==> src/rtl/mdl_cmdreg_pkg.sv <==
// mdl_cmdreg_pkg
// Shared constants for the CPU command register / request scheduler:
// scheduler state encoding, CPU register addresses, command byte bit
// positions, STATUS byte bit positions and a STATUS packing helper.
package mdl_cmdreg_pkg;

  // Scheduler states
  localparam logic [1:0] ST_IDLE    = 2'd0;
  localparam logic [1:0] ST_PENDING = 2'd1;
  localparam logic [1:0] ST_POSTED  = 2'd2;
  localparam logic [1:0] ST_ACTIVE  = 2'd3;

  // CPU register map
  localparam logic [1:0] ADDR_CMD     = 2'd0;
  localparam logic [1:0] ADDR_PAGE_LO = 2'd1;
  localparam logic [1:0] ADDR_PAGE_HI = 2'd2;
  localparam logic [1:0] ADDR_STATUS  = 2'd3;

  // Command byte fields
  localparam int CMD_RD_BIT    = 0;
  localparam int CMD_WR_BIT    = 1;
  localparam int CMD_ABORT_BIT = 7;

  // STATUS byte fields
  localparam int STAT_BUSY_BIT    = 0;
  localparam int STAT_POSTED_BIT  = 1;
  localparam int STAT_CMD_ERR_BIT = 2;
  localparam int STAT_OVERRUN_BIT = 3;
  localparam int STAT_SYS_ERR_BIT = 4;

  function automatic logic [7:0] pack_status(input logic busy,
                                             input logic posted,
                                             input logic cmd_err,
                                             input logic overrun,
                                             input logic sys_err);
    logic [7:0] s;
    s                   = 8'h00;
    s[STAT_BUSY_BIT]    = busy;
    s[STAT_POSTED_BIT]  = posted;
    s[STAT_CMD_ERR_BIT] = cmd_err;
    s[STAT_OVERRUN_BIT] = overrun;
    s[STAT_SYS_ERR_BIT] = sys_err;
    return s;
  endfunction

endpackage

==> src/rtl/mdl_async_strobe_sync.sv <==
// mdl_async_strobe_sync
// Synchronizes an asynchronous CPU strobe into the i_MCLK domain and flags
// the end of the access (synchronized 1->0 edge). All stages advance only on
// clock-enabled cycles.
// Ports:
//   i_MCLK    master clock
//   i_RST     asynchronous active-high reset
//   i_CE      clock enable (active high)
//   i_STROBE  asynchronous strobe, 1 = access in progress
//   o_LEVEL   synchronized strobe level
//   o_FALL    end-of-access event, valid for one enabled cycle
module mdl_async_strobe_sync #(
  parameter int SYNC_STAGES = 2
) (
  input  logic i_MCLK,
  input  logic i_RST,
  input  logic i_CE,
  input  logic i_STROBE,
  output logic o_LEVEL,
  output logic o_FALL
);

  // [SYNC_STAGES-1:0] is the synchronizer chain; the extra top bit is the
  // previous synchronized level used for edge detection.
  logic [SYNC_STAGES:0] sync_reg;

  always_ff @(posedge i_MCLK or posedge i_RST) begin
    if (i_RST) begin
      sync_reg <= '0;
    end else if (i_CE) begin
      sync_reg <= {sync_reg[SYNC_STAGES-1:0], i_STROBE};
    end
  end

  assign o_LEVEL = sync_reg[SYNC_STAGES-1];
  assign o_FALL  = sync_reg[SYNC_STAGES] & ~sync_reg[SYNC_STAGES-1];

endmodule

==> src/rtl/mdl_cmdreg_arb.sv <==
// mdl_cmdreg_arb
// CPU-side command register and request scheduler for the bubble controller
// FSM. Captures CPU writes (command, page number), validates the command,
// presents RDREQ/WRREQ only in ROT20 slot 0 and tracks the request life
// cycle, exposing it through a STATUS byte.
// Ports:
//   i_MCLK, i_RST                 clock, asynchronous active-high reset
//   i_CLK2M_PCEN_n                clock enable (active low)
//   i_ROT20_n                     one-hot-low rotation timing
//   i_CPU_*  / o_CPU_DOUT         asynchronous CPU bus
//   i_CMDREG_RST_n, i_CMD_ACCEPTED_n, i_OP_DONE, i_SYS_ERR_FLAG  FSM side
//   o_CMDREG_RDREQ/WRREQ          requests to the FSM
//   o_PAGE_NUM                    page number (frozen while busy)
//   o_ABORT                       one-enabled-cycle abort pulse
module mdl_cmdreg_arb
  import mdl_cmdreg_pkg::*;
#(
  parameter int SYNC_STAGES = 2,
  parameter int PAGE_W      = 12
) (
  input  logic              i_MCLK,
  input  logic              i_RST,
  input  logic              i_CLK2M_PCEN_n,
  input  logic [19:0]       i_ROT20_n,
  input  logic              i_CPU_CS_n,
  input  logic              i_CPU_WR_n,
  input  logic              i_CPU_RD_n,
  input  logic [1:0]        i_CPU_ADDR,
  input  logic [7:0]        i_CPU_DIN,
  output logic [7:0]        o_CPU_DOUT,
  input  logic              i_CMDREG_RST_n,
  input  logic              i_CMD_ACCEPTED_n,
  input  logic              i_OP_DONE,
  input  logic              i_SYS_ERR_FLAG,
  output logic              o_CMDREG_RDREQ,
  output logic              o_CMDREG_WRREQ,
  output logic [PAGE_W-1:0] o_PAGE_NUM,
  output logic              o_ABORT
);

  logic ce;
  logic wr_strobe, rd_strobe;
  logic wr_level, wr_fall, rd_level, rd_fall;

  assign ce        = ~i_CLK2M_PCEN_n;
  assign wr_strobe = ~i_CPU_CS_n & ~i_CPU_WR_n;
  assign rd_strobe = ~i_CPU_CS_n & ~i_CPU_RD_n;

  mdl_async_strobe_sync #(.SYNC_STAGES(SYNC_STAGES)) u_wr_sync (
    .i_MCLK  (i_MCLK),
    .i_RST   (i_RST),
    .i_CE    (ce),
    .i_STROBE(wr_strobe),
    .o_LEVEL (wr_level),
    .o_FALL  (wr_fall)
  );

  mdl_async_strobe_sync #(.SYNC_STAGES(SYNC_STAGES)) u_rd_sync (
    .i_MCLK  (i_MCLK),
    .i_RST   (i_RST),
    .i_CE    (ce),
    .i_STROBE(rd_strobe),
    .o_LEVEL (rd_level),
    .o_FALL  (rd_fall)
  );

  logic [1:0]        state_reg, state_next;
  logic              req_is_wr_reg, req_is_wr_next;
  logic              rdreq_reg, rdreq_next;
  logic              wrreq_reg, wrreq_next;
  logic              abort_reg, abort_next;
  logic              cmd_err_reg, cmd_err_next;
  logic              overrun_reg, overrun_next;
  logic [PAGE_W-1:0] page_reg, page_next;
  logic [1:0]        wr_addr_hold_reg, rd_addr_hold_reg;
  logic [7:0]        wr_data_hold_reg;

  logic busy, cmd_wr, page_lo_wr, page_hi_wr, status_rd;
  logic cmd_rd_bit, cmd_wr_bit, abort_cmd, rot_slot0;

  assign busy       = (state_reg != ST_IDLE);
  assign cmd_wr     = wr_fall && (wr_addr_hold_reg == ADDR_CMD);
  assign page_lo_wr = wr_fall && (wr_addr_hold_reg == ADDR_PAGE_LO);
  assign page_hi_wr = wr_fall && (wr_addr_hold_reg == ADDR_PAGE_HI);
  assign status_rd  = rd_fall && (rd_addr_hold_reg == ADDR_STATUS);
  assign cmd_rd_bit = wr_data_hold_reg[CMD_RD_BIT];
  assign cmd_wr_bit = wr_data_hold_reg[CMD_WR_BIT];
  assign abort_cmd  = cmd_wr && wr_data_hold_reg[CMD_ABORT_BIT];

  // Post only when slot 0 is the single active slot, so a malformed
  // rotation word can never launch a request.
  assign rot_slot0  = ~i_ROT20_n[0] & (&i_ROT20_n[19:1]);

  always_comb begin
    state_next     = state_reg;
    req_is_wr_next = req_is_wr_reg;
    rdreq_next     = rdreq_reg;
    wrreq_next     = wrreq_reg;
    abort_next     = abort_cmd;
    page_next      = page_reg;

    // Any CMD/PAGE write seen while busy (including the cycle OP_DONE
    // retires the operation) is dropped and flagged. A clear from a STATUS
    // read loses against a set in the same cycle.
    cmd_err_next = (cmd_err_reg & ~status_rd) |
                   (!busy && cmd_wr && !abort_cmd && cmd_rd_bit && cmd_wr_bit);
    overrun_next = (overrun_reg & ~status_rd) |
                   (busy && !abort_cmd && (cmd_wr || page_lo_wr || page_hi_wr));

    if (!busy && page_lo_wr) page_next[7:0] = wr_data_hold_reg;
    if (!busy && page_hi_wr) page_next[PAGE_W-1:8] = wr_data_hold_reg[PAGE_W-9:0];

    if (abort_cmd) begin
      state_next = ST_IDLE;
      rdreq_next = 1'b0;
      wrreq_next = 1'b0;
    end else begin
      case (state_reg)
        ST_IDLE: begin
          if (cmd_wr && (cmd_rd_bit ^ cmd_wr_bit)) begin
            req_is_wr_next = cmd_wr_bit;
            state_next     = ST_PENDING;
          end
        end
        ST_PENDING: begin
          if (rot_slot0) begin
            rdreq_next = ~req_is_wr_reg;
            wrreq_next = req_is_wr_reg;
            state_next = ST_POSTED;
          end
        end
        ST_POSTED: begin
          if (!i_CMDREG_RST_n) begin
            rdreq_next = 1'b0;
            wrreq_next = 1'b0;
          end
          if (!i_CMD_ACCEPTED_n) begin
            state_next = ST_ACTIVE;
          end else if (!i_CMDREG_RST_n) begin
            state_next = ST_IDLE;
          end
        end
        default: begin
          // ACTIVE: acceptance may have preceded the consume strobe
          if (!i_CMDREG_RST_n || i_OP_DONE) begin
            rdreq_next = 1'b0;
            wrreq_next = 1'b0;
          end
          if (i_OP_DONE) state_next = ST_IDLE;
        end
      endcase
    end
  end

  always_ff @(posedge i_MCLK or posedge i_RST) begin
    if (i_RST) begin
      state_reg        <= ST_IDLE;
      req_is_wr_reg    <= 1'b0;
      rdreq_reg        <= 1'b0;
      wrreq_reg        <= 1'b0;
      abort_reg        <= 1'b0;
      cmd_err_reg      <= 1'b0;
      overrun_reg      <= 1'b0;
      page_reg         <= '0;
      wr_addr_hold_reg <= '0;
      wr_data_hold_reg <= '0;
      rd_addr_hold_reg <= '0;
    end else if (ce) begin
      state_reg     <= state_next;
      req_is_wr_reg <= req_is_wr_next;
      rdreq_reg     <= rdreq_next;
      wrreq_reg     <= wrreq_next;
      abort_reg     <= abort_next;
      cmd_err_reg   <= cmd_err_next;
      overrun_reg   <= overrun_next;
      page_reg      <= page_next;
      // Bus contents are sampled while the synchronized strobe is high and
      // used when the falling edge arrives.
      if (wr_level) begin
        wr_addr_hold_reg <= i_CPU_ADDR;
        wr_data_hold_reg <= i_CPU_DIN;
      end
      if (rd_level) begin
        rd_addr_hold_reg <= i_CPU_ADDR;
      end
    end
  end

  assign o_CMDREG_RDREQ = rdreq_reg;
  assign o_CMDREG_WRREQ = wrreq_reg;
  assign o_ABORT        = abort_reg;
  assign o_PAGE_NUM     = page_reg;
  assign o_CPU_DOUT     = (rd_strobe && (i_CPU_ADDR == ADDR_STATUS)) ?
                          pack_status(busy, rdreq_reg | wrreq_reg, cmd_err_reg,
                                      overrun_reg, i_SYS_ERR_FLAG) : 8'h00;

endmodule

==> config.mk <==
export PLATFORM = sky130hd
export DESIGN_NAME = mdl_cmdreg_arb
export DESIGN_NICKNAME = d
export VERILOG_FILES = /design/src/rtl/mdl_cmdreg_pkg.sv /design/src/rtl/mdl_async_strobe_sync.sv /design/src/rtl/mdl_cmdreg_arb.sv
export SDC_FILE = /design/constraint.sdc
export NUM_CORES = 1
export LEC_CHECK = 0
export ABC_CLOCK_PERIOD_IN_PS = 3200
export BUFFER_PORTS_ARGS = -buffer_cell sky130_fd_sc_hd__buf_2
export CORE_MARGIN = 2
export CORE_UTILIZATION = 53
export DETAILED_ROUTE_END_ITERATION = 16
export HOLD_SLACK_MARGIN = 0.06
export PLACE_DENSITY = 0.83
export SYNTH_ARGS = -nofsm -noshare
export SYNTH_HDL_FRONTEND = slang
export SYNTH_SLANG_ARGS = --single-unit
export TNS_END_PERCENT = 100
==> constraint.sdc <==
create_clock -name i_MCLK -period 3.2 [get_ports i_MCLK]
set_clock_uncertainty 0.2 [all_clocks]
set_input_delay 0.16 -clock i_MCLK [delete_from_list [all_inputs] [get_ports i_MCLK]]
set_output_delay 0.16 -clock i_MCLK [all_outputs]
set_load 0.01 [all_outputs]
==> results of run 1 <==
-- metrics by stage --
stage / utilization (%) / std cells
floorplan: - / 150
global route: 72.8 / 276
finish: 72.8 / 276
detailed placement: 64.6 / 249
CTS: 72.8 / 276
global placement: 64.6 / 249
-- cells in the mapped netlist --
| cell type | instances |
|---|---|
| dfrtp_1 | 38 |
| mux2_2 | 26 |
| nand2_1 | 6 |
| nor2_1 | 6 |
| inv_1 | 5 |
| nand3_1 | 5 |
| ha_1 | 4 |
| nand4_1 | 4 |
| o21ai_0 | 4 |
| o31ai_1 | 4 |
| a21oi_1 | 3 |
| a22o_1 | 3 |
| and2_1 | 3 |
| buf_4 | 3 |
| nor3b_1 | 3 |
| o21bai_1 | 3 |
| a21o_1 | 2 |
| a32o_1 | 2 |
| buf_2 | 2 |
| nor2b_1 | 2 |
| nor3_1 | 2 |
| a21oi_2 | 1 |
| a2bb2oi_1 | 1 |
| and2b_1 | 1 |
| and3_1 | 1 |
| and3b_1 | 1 |
| buf_6 | 1 |
| clkbuf_1 | 1 |
| conb_1 | 1 |
| nand4b_1 | 1 |
| nand4b_2 | 1 |
| nor3b_2 | 1 |
| nor3b_4 | 1 |
| nor4_1 | 1 |
| nor4_2 | 1 |
| o21a_1 | 1 |
| o2bb2ai_1 | 1 |
| o41ai_1 | 1 |
| xor2_1 | 1 |
-- area by class of cell --
type,instances,area [um2]
Fill cell,242,902
Timing Repair Buffer,79,493
Multi-Input combinational cell,100,810
Tap cell,46,57.6
Clock inverter,2,37.5
Inverter,5,18.8
Clock buffer,6,41.3
Sequential cell,38,951
-- kinds of logic after synthesis --
family	count (synthesis)	share of synthesized area [%]
other	1	0.206
buffers and inverters	12	3.64
multiplexers	26	16.1
AO/OA/AOI/OAI	26	10.5
flip-flops	38	52.3
adder cells (fa/ha/maj)	4	2.75
AND/OR/NAND/NOR	40	14.0
XOR/XNOR	1	0.482
-- critical path: stages (launching register included) --
cell           delay, ns
dfrtp_1             0.45
nor3b_1             0.37
and3b_1             0.32
nor2_1              0.09
o21ai_0             0.17
o31ai_1             0.10
dlygate4sd3_1       0.56
-- metal layers --
layer,track usage [%],vias to the layer above,wire [um]
met5,0,-,0
met4,11.7,0,142
met3,5.59,17,254
met2,44.1,67,2200
met1,25.3,711,1670
li1,-,703,-
-- final timing paths --
check / startpoint / to / slack (ns) / cells past startpoint
worst max-delay path: u_wr_sync.sync_reg[1]$_DFFE_PP0N_ / o_CMDREG_RDREQ$_DFFE_PP0P_ / 0.85 / 6
worst min-delay path: i_ROT20_n[10] / o_CMDREG_WRREQ$_DFFE_PP0P_ / 0.06 / 5
worst max register to register: u_wr_sync.sync_reg[1]$_DFFE_PP0N_ / o_CMDREG_RDREQ$_DFFE_PP0P_ / 0.85 / 6
worst min register to register: overrun_reg$_DFFE_PP0N_ / overrun_reg$_DFFE_PP0N_ / 0.30 / 1
max in group asynchronous: i_RST / o_PAGE_NUM[1]$_DFFE_PP0P_ / 1.77 / 4
min in group asynchronous: i_RST / rd_addr_hold_reg[1]$_DFFE_PP0P_ / 0.31 / 3
-- power groups by stage --
| stage | clock network [mW] | logic [mW] | registers, mW |
|---|---|---|---|
| after global placement | 0 | 0.426 | 0.712 |
| after detailed placement | 0 | 0.454 | 0.726 |
| final | 0.322 | 0.474 | 0.717 |
| after floorplan | 0 | 0.294 | 0.719 |
| after CTS | 0.332 | 0.476 | 0.716 |
| after global routing | 0.349 | 0.524 | 0.735 |
-- cells in the final DEF, fill, tap and decap left out, drive strengths merged, types with 2 or more instances in the layout --
master,Yosys,layout
a22o,3,3
nand4,4,4
nor2,6,6
o31ai,4,4
a32o,2,2
nor4,2,2
nand3,5,5
nor3,2,2
conb,1,3
and2,3,3
a21oi,4,4
ha,4,4
a21o,2,2
nand4b,2,2
dfrtp,38,38
inv,5,5
nand2,6,6
nor3b,5,5
o21ai,4,4
nor2b,2,2
dlygate4sd3,0,19
o21bai,3,3
mux2,26,26
clkbuf,1,6
buf,6,60
-- what timing repair did --
item / in CTS / in global routing
hold buffers: 19 / 0
hold endpoints to repair: 39 / 0
setup endpoints to repair: 0 / 0
==> flow_metrics.tcl, run 1 <==
set metrics [dict create \
    cts_setup_buffers 0 \
    place_ws_ns 1.11 \
    clk_pin_slew_ns 0.11 \
    cts_tree "done" \
    ys_seq_area_share_pct 52.3 \
    slew_headroom_pct 44.7 \
    cts.sinks 38 \
    status "completed" \
    area_growth_pct 32.4 \
    drt-initial-drc-count 60 \
    clockBufferDepth 2 \
    gp_congestion 0.861 \
    grt_pass1_wl_um 7210 \
    dr.pass1.iters 4 \
    hold_viol_final 0 \
    power.internal_mw 1.02 \
    max_clock_freq_ghz 0.425 \
    tns_ns 0 \
    ys_seq_elements 38 \
    cp-end-kind "flip-flop" \
    pwr-share-comb_pct 31.3 \
    post-dp-hpwl_um 3140 \
    drive_above_1_share_pct 42.6 \
    finalSetupViolations 0 \
    antenna_found_initial 0 \
    grt_setup_unrepaired "no" \
    swShare_pct 32.4 \
    synth_cell_types 39 \
    power_mw 1.51 \
    switching_power_uw 491 \
    cp_max_fo 4 \
    dieArea_um2 3920 \
    gr-total-overflow 0 \
    diodes 0 \
    pwr-share-clk_pct 21.3 \
    numCtsBuffers 5 \
    synth.area.top_cells "dfrtp_1 (52%), mux2_2 (16%), ha_1 (2.8%)" \
    grt_pass1_vias 1562 \
    min_path_type "in -> reg" \
    period_needed_ns 2.35 \
    grt_start_max_net_pins 23 \
    p_leak_nw 1.22 \
    ir_drop_uv 388 \
    syn_area_um2 1820 \
    die_width_um 62.6 \
    setup_slack_ns 0.848 \
    worst_ep_arrival_time_ns 2.39 \
    clk_latency_ns 0.34 \
    synthCells 148 \
    num_rows 21 \
    drc_errors 0 \
    cts-root-buf "clkbuf_4" \
    wirelength_um 4260 \
    maxSlewViolCount 0 \
    largest_reg_flops 12 \
    cap_viol_max_count 0 \
    worst_ep_required_time_ns 3.24 \
    place_area_um2 2140 \
    worst_slew_pin_slew_ns 0.829 \
    whs_ns 0.0646 \
    powerDensity_nw_per_um2 628 \
    synth_top_area_share_pct 52.3 \
    core_um2 3310 \
    drt.antenna.violating_nets 0 \
    fin_nets 273 \
    design_area_um2 2410 \
    drt-vias-per-instance 5.43 \
    io_buffers 59 \
    ys_warn_count 0 \
    cts.htree.levels 2 \
    io_pins 63 \
    crit_path_start_kind "flip-flop" \
    p_seq_share_pct 47.4 \
    cts_resized 0 \
    initial_core_util_pct 55.0 \
    grt_use_total_pct 23.8 \
    postSynthAreaPerCell_um2 12.3 \
    path_class "reg -> reg" \
    wl_per_cell_um 15.4 \
    yosys.area.top_type "dfrtp_1" \
    min_period_over_period_pct 73.5 \
    vias 1498 \
    die_h_um 62.6 \
]
(Power assumes the default switching activity.)
==> run 2: changes to the inputs <==
- ABC_AREA: default -> 1
- ABC_CLOCK_PERIOD_IN_PS: 3200 -> 2290
- CORE_UTILIZATION: 53 -> 49
- PLACE_DENSITY: 0.83 -> 0.77
- clock period: 3.2 -> 2.29 ns (I/O delays scaled with it)
==> flow_metrics.tcl, run 2 <==
set metrics [dict create \
    min_path_type "in -> reg" \
    dieArea_um2 4270 \
    drt.antenna.violating_nets 0 \
    synth_edf_count 0 \
    hold_depth 4 \
    yosys.area.top_type "dfrtp_1" \
    synth_cell_types 27 \
    seqCellArea_um2 951 \
    wirelength_um 3850 \
    min_period_over_period_pct 83.3 \
    cp-end-kind "flip-flop" \
    vias 1666 \
    synthMostInstantiatedCell "nand2_1" \
    critical-path-top-delay-family "simple AND/OR/NAND/NOR gates" \
    gp_congestion 0.727 \
    io_buffers 59 \
    synth_flop_cell "dfrtp_1" \
    dr.pass1.iters 4 \
    cts_resized 0 \
    dp_cells 324 \
    cp_max_fo 8 \
    final_common_cell "buf_2" \
    status "completed" \
    r2r_cells 7 \
    fin_nets 343 \
    largest_reg_flops 12 \
    slowest_delay_ns 0.41 \
    post-dp-hpwl_um 2710 \
    io_pins 63 \
    crit_path_start_kind "flip-flop" \
    path_class "reg -> reg" \
    synthArstFlopShare_pct 100 \
    drt-initial-drc-count 88 \
    fin_cells 348 \
    cts-root-buf "clkbuf_8" \
    synthCells 221 \
    cts.htree.levels 2 \
    slowest_stage "dfrtp_1" \
    gr-total-overflow 0 \
    maxSlewViolCount 0 \
    synth.area.top_cells "dfrtp_1 (52%), nand2_1 (11%), o21ai_0 (6.5%)" \
    crit_chain "inv_1 -> ha_1 -> inv_1 -> nor2_2 -> nand4_1 -> nand2_1 -> o21ai_0" \
    num_rows 22 \
    drc_errors 0 \
    antenna_found_initial 0 \
    reg2reg_to "o_PAGE_NUM[9]$_DFFE_PP0P_" \
    cap_viol_max_count 0 \
    synth_common_cells "nand2_1 (54), dfrtp_1 (38), inv_1 (29)" \
    cts.sinks 38 \
    powerDensity_nw_per_um2 923 \
    regToRegStartpoint "state_reg[0]$_DFFE_PP0P_" \
    die_h_um 65.4 \
    worst_ep_arrival_time_ns 1.87 \
    max_clock_freq_ghz 0.524 \
    syn_area_um2 1850 \
    p_leak_nw 1.30 \
    r2r_slack_ns 0.38 \
    grt_pass1_vias 1513 \
    hold_viol_final 0 \
    synth_top_area_share_pct 51.5 \
    final_cell_mix "buf_2 (59), nand2_1 (54), dfrtp_1 (38)" \
    slew_headroom_pct 59.6 \
    postSynthAreaPerCell_um2 8.35 \
    crit_cells 7 \
    diodes 0 \
    worst_ep_required_time_ns 2.25 \
    nFillCells 322 \
    area_growth_pct 31.1 \
    grt_use_total_pct 19.4 \
    clk_latency_ns 0.29 \
    clk_pin_slew_ns 0.07 \
    core_um2 3630 \
    period_needed_ns 1.91 \
    ys_seq_area_share_pct 51.5 \
    finalSetupViolations 0 \
    numCtsBuffers 5 \
    clockBufferDepth 2 \
    ir_drop_uv 512 \
    tns_ns 0 \
    drive_above_1_share_pct 25.7 \
    hold_end "state_reg[1]$_DFFE_PP0P_" \
    die_width_um 65.4 \
    path_common_cell "inv_1" \
    multi_input_area_um2 738 \
    initial_core_util_pct 50.8 \
    ys_warn_count 0 \
    drt-vias-per-instance 4.79 \
    min-delay-start "i_CMDREG_RST_n" \
    worst_slew_pin_slew_ns 0.604 \
    wl_per_cell_um 11.0 \
    cts_tree "done" \
    cp_num_buf_inv 2 \
    grt_start_max_net_pins 39 \
    grt_pass1_wl_um 6230 \
    ys_seq_elements 38 \
    grt_setup_unrepaired "no" \
]
[run 2: changes by cell type after synthesis, moves of 4 or more]
cell     before  now
nand2_1       6   54
mux2_2       26    0
inv_1         5   29
nor2_1        6   26
o21ai_0       4   24
a21oi_1       3    9
o31ai_1       4    0
[run 2: cell type report]
type / instances / share of cell area, %
flip-flops and latches: 38 / 39.3
multi-input cells: 148 / 30.5
repair buffers: 76 / 19.1
inverters: 30 / 4.65
clock buffers: 6 / 3.41
well taps: 48 / 2.48
clock inverters: 2 / 0.517
[run 2: power breakdown]
| part | internal [mW] | switching, mW |
|---|---|---|
| Sequential | 0.885 | 0.135 |
| Combinational | 0.313 | 0.435 |
| Clock | 0.242 | 0.225 |
[run 2: routing by layer]
metal / wire [um] / vias up / GRT usage [%]
met5: 0 / - / 0
met4: 72 / 0 / 7.81
met3: 293 / 7 / 6.51
met2: 1820 / 52 / 34.2
li1: - / 854 / -
met1: 1660 / 753 / 21.4
[run 2: stage by stage]
stage / utilization (%) / setup slack, ns / area, um2 / hold WS [ns] / total power, mW
6_report: 66.6 / 0.381 / 2420 / 0.0705 / 2.23
4_1_cts: 66.6 / 0.383 / 2420 / 0.0643 / 2.25
5_1_grt: 66.6 / 0.202 / 2420 / 0.0929 / 2.42
3_3_place_gp: 59.6 / 0.501 / 2160 / 0.0460 / 1.73
3_5_place_dp: 59.6 / 0.402 / 2160 / 0.0466 / 1.76
2_1_floorplan: - / 0.601 / 1850 / 0.0145 / 1.51
[run 2: how the worst max path moves through the flow]
stage | slack (ns) | from | endpoint
floorplan | 0.60 | state_reg[0]$_DFFE_PP0P_ | o_PAGE_NUM[1]$_DFFE_PP0P_
global placement | 0.50 | state_reg[0]$_DFFE_PP0P_ | o_PAGE_NUM[10]$_DFFE_PP0P_
detailed placement | 0.40 | state_reg[0]$_DFFE_PP0P_ | o_PAGE_NUM[8]$_DFFE_PP0P_
CTS | 0.38 | state_reg[0]$_DFFE_PP0P_ | o_PAGE_NUM[8]$_DFFE_PP0P_
global route | 0.20 | state_reg[0]$_DFFE_PP0P_ | o_PAGE_NUM[9]$_DFFE_PP0P_
finish | 0.38 | state_reg[0]$_DFFE_PP0P_ | o_PAGE_NUM[9]$_DFFE_PP0P_
[run 2: kinds of logic (layout without fill, tap and decap cells)]
logic type / after synthesis / count (layout) / synth area share, %
flip-flops: 38 / 38 / 51.5
adder cells (fa/ha/maj): 4 / 4 / 2.71
buffers and inverters: 37 / 114 / 8.88
AO/OA/AOI/OAI: 40 / 40 / 12.1
AND/OR/NAND/NOR: 101 / 101 / 24.6
other: 1 / 3 / 0.203
[run 2: what timing repair did]
item | in CTS | in global routing
hold buffers | 16 | 0
buffers inserted | 0 | 0
endpoints found under the hold margin | 54 | 0
[run 2: worst register-to-register path, cell delays in order (launching register included)]
cell and delay (ns):
dfrtp_1 0.41, inv_1 0.12, ha_1 0.23, inv_1 0.08
nor2_2 0.20, nand4_1 0.31, nand2_1 0.14, o21ai_0 0.09
==> run 3: changes to the inputs <==
- ABC_CLOCK_PERIOD_IN_PS: 2290 -> 1700
- CORE_UTILIZATION: 49 -> 45
- PLACE_DENSITY: 0.77 -> 0.75
- clock period: 2.29 -> 1.7 ns (I/O delays scaled with it)
==> flow_metrics.tcl, run 3 (same netlist as run 2, synthesis figures left out) <==
set metrics [dict create \
    io_buffers 59 \
    cp_num_buf_inv 2 \
    worst_ep_arrival_time_ns 1.59 \
    dieArea_um2 4630 \
    place_ws_ns -0.000564 \
    drive_above_1_share_pct 29.8 \
    drc_errors 0 \
    clk_latency_ns 0.28 \
    min_path_type "in -> reg" \
    multi_input_area_um2 785 \
    clockBufferDepth 2 \
    io_pins 63 \
    tns_ns 0 \
    reg2reg_to "o_PAGE_NUM[3]$_DFFE_PP0P_" \
    cp_max_fo 8 \
    critical-path-top-delay-family "simple AND/OR/NAND/NOR gates" \
    power_mw 3.38 \
    p_seq_share_pct 40.6 \
    maxSlewViolCount 0 \
    slowest_delay_ns 0.39 \
    dr.pass1.iters 6 \
    powerDensity_nw_per_um2 1300 \
    swShare_pct 34.5 \
    path_class "reg -> reg" \
    nFillCells 321 \
    final_common_cell "buf_2" \
    drt-vias-per-instance 4.81 \
    p_leak_nw 1.37 \
    worst_ep_required_time_ns 1.65 \
    grt_use_total_pct 19.8 \
    seqCellArea_um2 952 \
    pwr-share-comb_pct 36.8 \
    finalSetupViolations 0 \
    num_rows 23 \
    crit_end "o_PAGE_NUM[3]$_DFFE_PP0P_" \
    cts_tree "done" \
    gp_congestion 0.868 \
    diodes 0 \
    place_area_um2 2210 \
    ir_drop_uv 548 \
    max_clock_freq_ghz 0.610 \
    clk_pin_slew_ns 0.07 \
    numCtsBuffers 5 \
    wirelength_um 4180 \
    die_width_um 68.0 \
    grt_pass1_wl_um 6800 \
    pwr-share-clk_pct 22.6 \
    grt_start_max_net_pins 39 \
    crit_path_start_kind "flip-flop" \
    area_growth_pct 40.4 \
    largest_reg_flops 12 \
    antenna_found_initial 0 \
    status "completed" \
    initial_core_util_pct 46.5 \
    crit_chain "inv_2 -> ha_4 -> inv_2 -> nor2_4 -> nand4_4 -> nand2_1 -> o21ai_0" \
    setup_slack_ns 0.0618 \
    wl_per_cell_um 11.5 \
    setup.worst_path.start "state_reg[1]$_DFFE_PP0P_" \
    design_area_um2 2590 \
    gr-total-overflow 0 \
    cts.htree.levels 2 \
    fin_nets 356 \
    period_needed_ns 1.64 \
    post-dp-hpwl_um 2810 \
    cp-end-kind "flip-flop" \
    vias 1743 \
    grt_pass1_vias 1571 \
    cap_viol_max_count 0 \
    slowest_stage "dfrtp_1" \
    core_um2 3970 \
    min_period_over_period_pct 96.4 \
    power.internal_mw 2.21 \
    r2r_slack_ns 0.06 \
    cts.sinks 38 \
    regToRegStartpoint "state_reg[1]$_DFFE_PP0P_" \
    drt.antenna.violating_nets 0 \
    path_common_cell "inv_2" \
    cts-root-buf "clkbuf_8" \
    die_h_um 68.0 \
    r2r_cells 7 \
    crit_cells 7 \
    drt-initial-drc-count 107 \
    hold_viol_final 0 \
    final_cell_mix "buf_2 (58), nand2_1 (53), dfrtp_1 (37)" \
    switching_power_mw 1.17 \
]
-- run 3: cell types whose count changed in the layout (fill, tap and decap cells not counted), sizes merged --
cell / previous run / this run
nand4: 6 / 7
bufinv: 0 / 1
buf: 60 / 69
clkinvlp: 1 / 0
dlygate4sd3: 16 / 19
clkinv: 1 / 0
-- run 3: what timing repair did --
item	in CTS	in global routing
hold buffers	19	0
resized for setup	1	14
setup buffers	1	3
gates cloned	1	0
endpoints found under the hold margin	56	0
endpoints found under the setup margin	6	17
pin swaps	1	7
-- run 3: worst min path at each step --
stage	from	end	slack, ns	depth (start not counted)
after CTS	i_CLK2M_PCEN_n	cmd_err_reg$_DFFE_PP0N_	0.07	4
after global routing	i_CLK2M_PCEN_n	cmd_err_reg$_DFFE_PP0N_	0.07	4
after global placement	i_RST	cmd_err_reg$_DFFE_PP0N_	0.02	3
final	i_CLK2M_PCEN_n	cmd_err_reg$_DFFE_PP0N_	0.08	4
after floorplan	i_CPU_WR_n	u_wr_sync.sync_reg[0]$_DFFE_PP0N_	-0.02	1
after detailed placement	i_RST	o_CMDREG_RDREQ$_DFFE_PP0P_	0.02	3
-- run 3: worst reg2reg max path: stages, from the launching register on --
cell and delay (ns):
dfrtp_1 0.39, inv_2 0.09, ha_4 0.14, inv_2 0.05, nor2_4 0.21, nand4_4 0.18, nand2_1 0.11, o21ai_0 0.12
-- run 3: final cells by class --
class | instances | area share, %
clock buffers | 6 | 3.19
clock inverters | 1 | 1.16
inverters | 30 | 4.35
multi-input cells | 149 | 30.3
flip-flops and latches | 38 | 36.7
well taps | 50 | 2.41
repair buffers | 88 | 21.9
-- run 3: power by group through the flow --
stage                     sequential [mW]  clock (mW)  combinational [mW]
after floorplan                      1.43           0               0.609
after global placement               1.37           0                1.02
after detailed placement             1.38           0                1.05
after CTS                            1.36       0.777                1.15
after global routing                 1.40       0.820                1.39
final                                1.37       0.761                1.24
-- run 3: metal layers --
metal / track usage (%) / up-vias / wire length (um)
met5: 0 / - / 0
met2: 33.5 / 69 / 2000
met4: 7.00 / 0 / 94
met1: 25.6 / 779 / 1870
met3: 3.45 / 14 / 210
li1: - / 881 / -
-- run 3: per-stage QoR --
step                      instances  util, %  hold WS [ns]
final                           362     65.2        0.0828
after global routing            362     65.2        0.0740
after CTS                       360     64.0        0.0704
after detailed placement        332     55.7        0.0206
after global placement          332     55.7        0.0192
after floorplan                 223        -       -0.0150
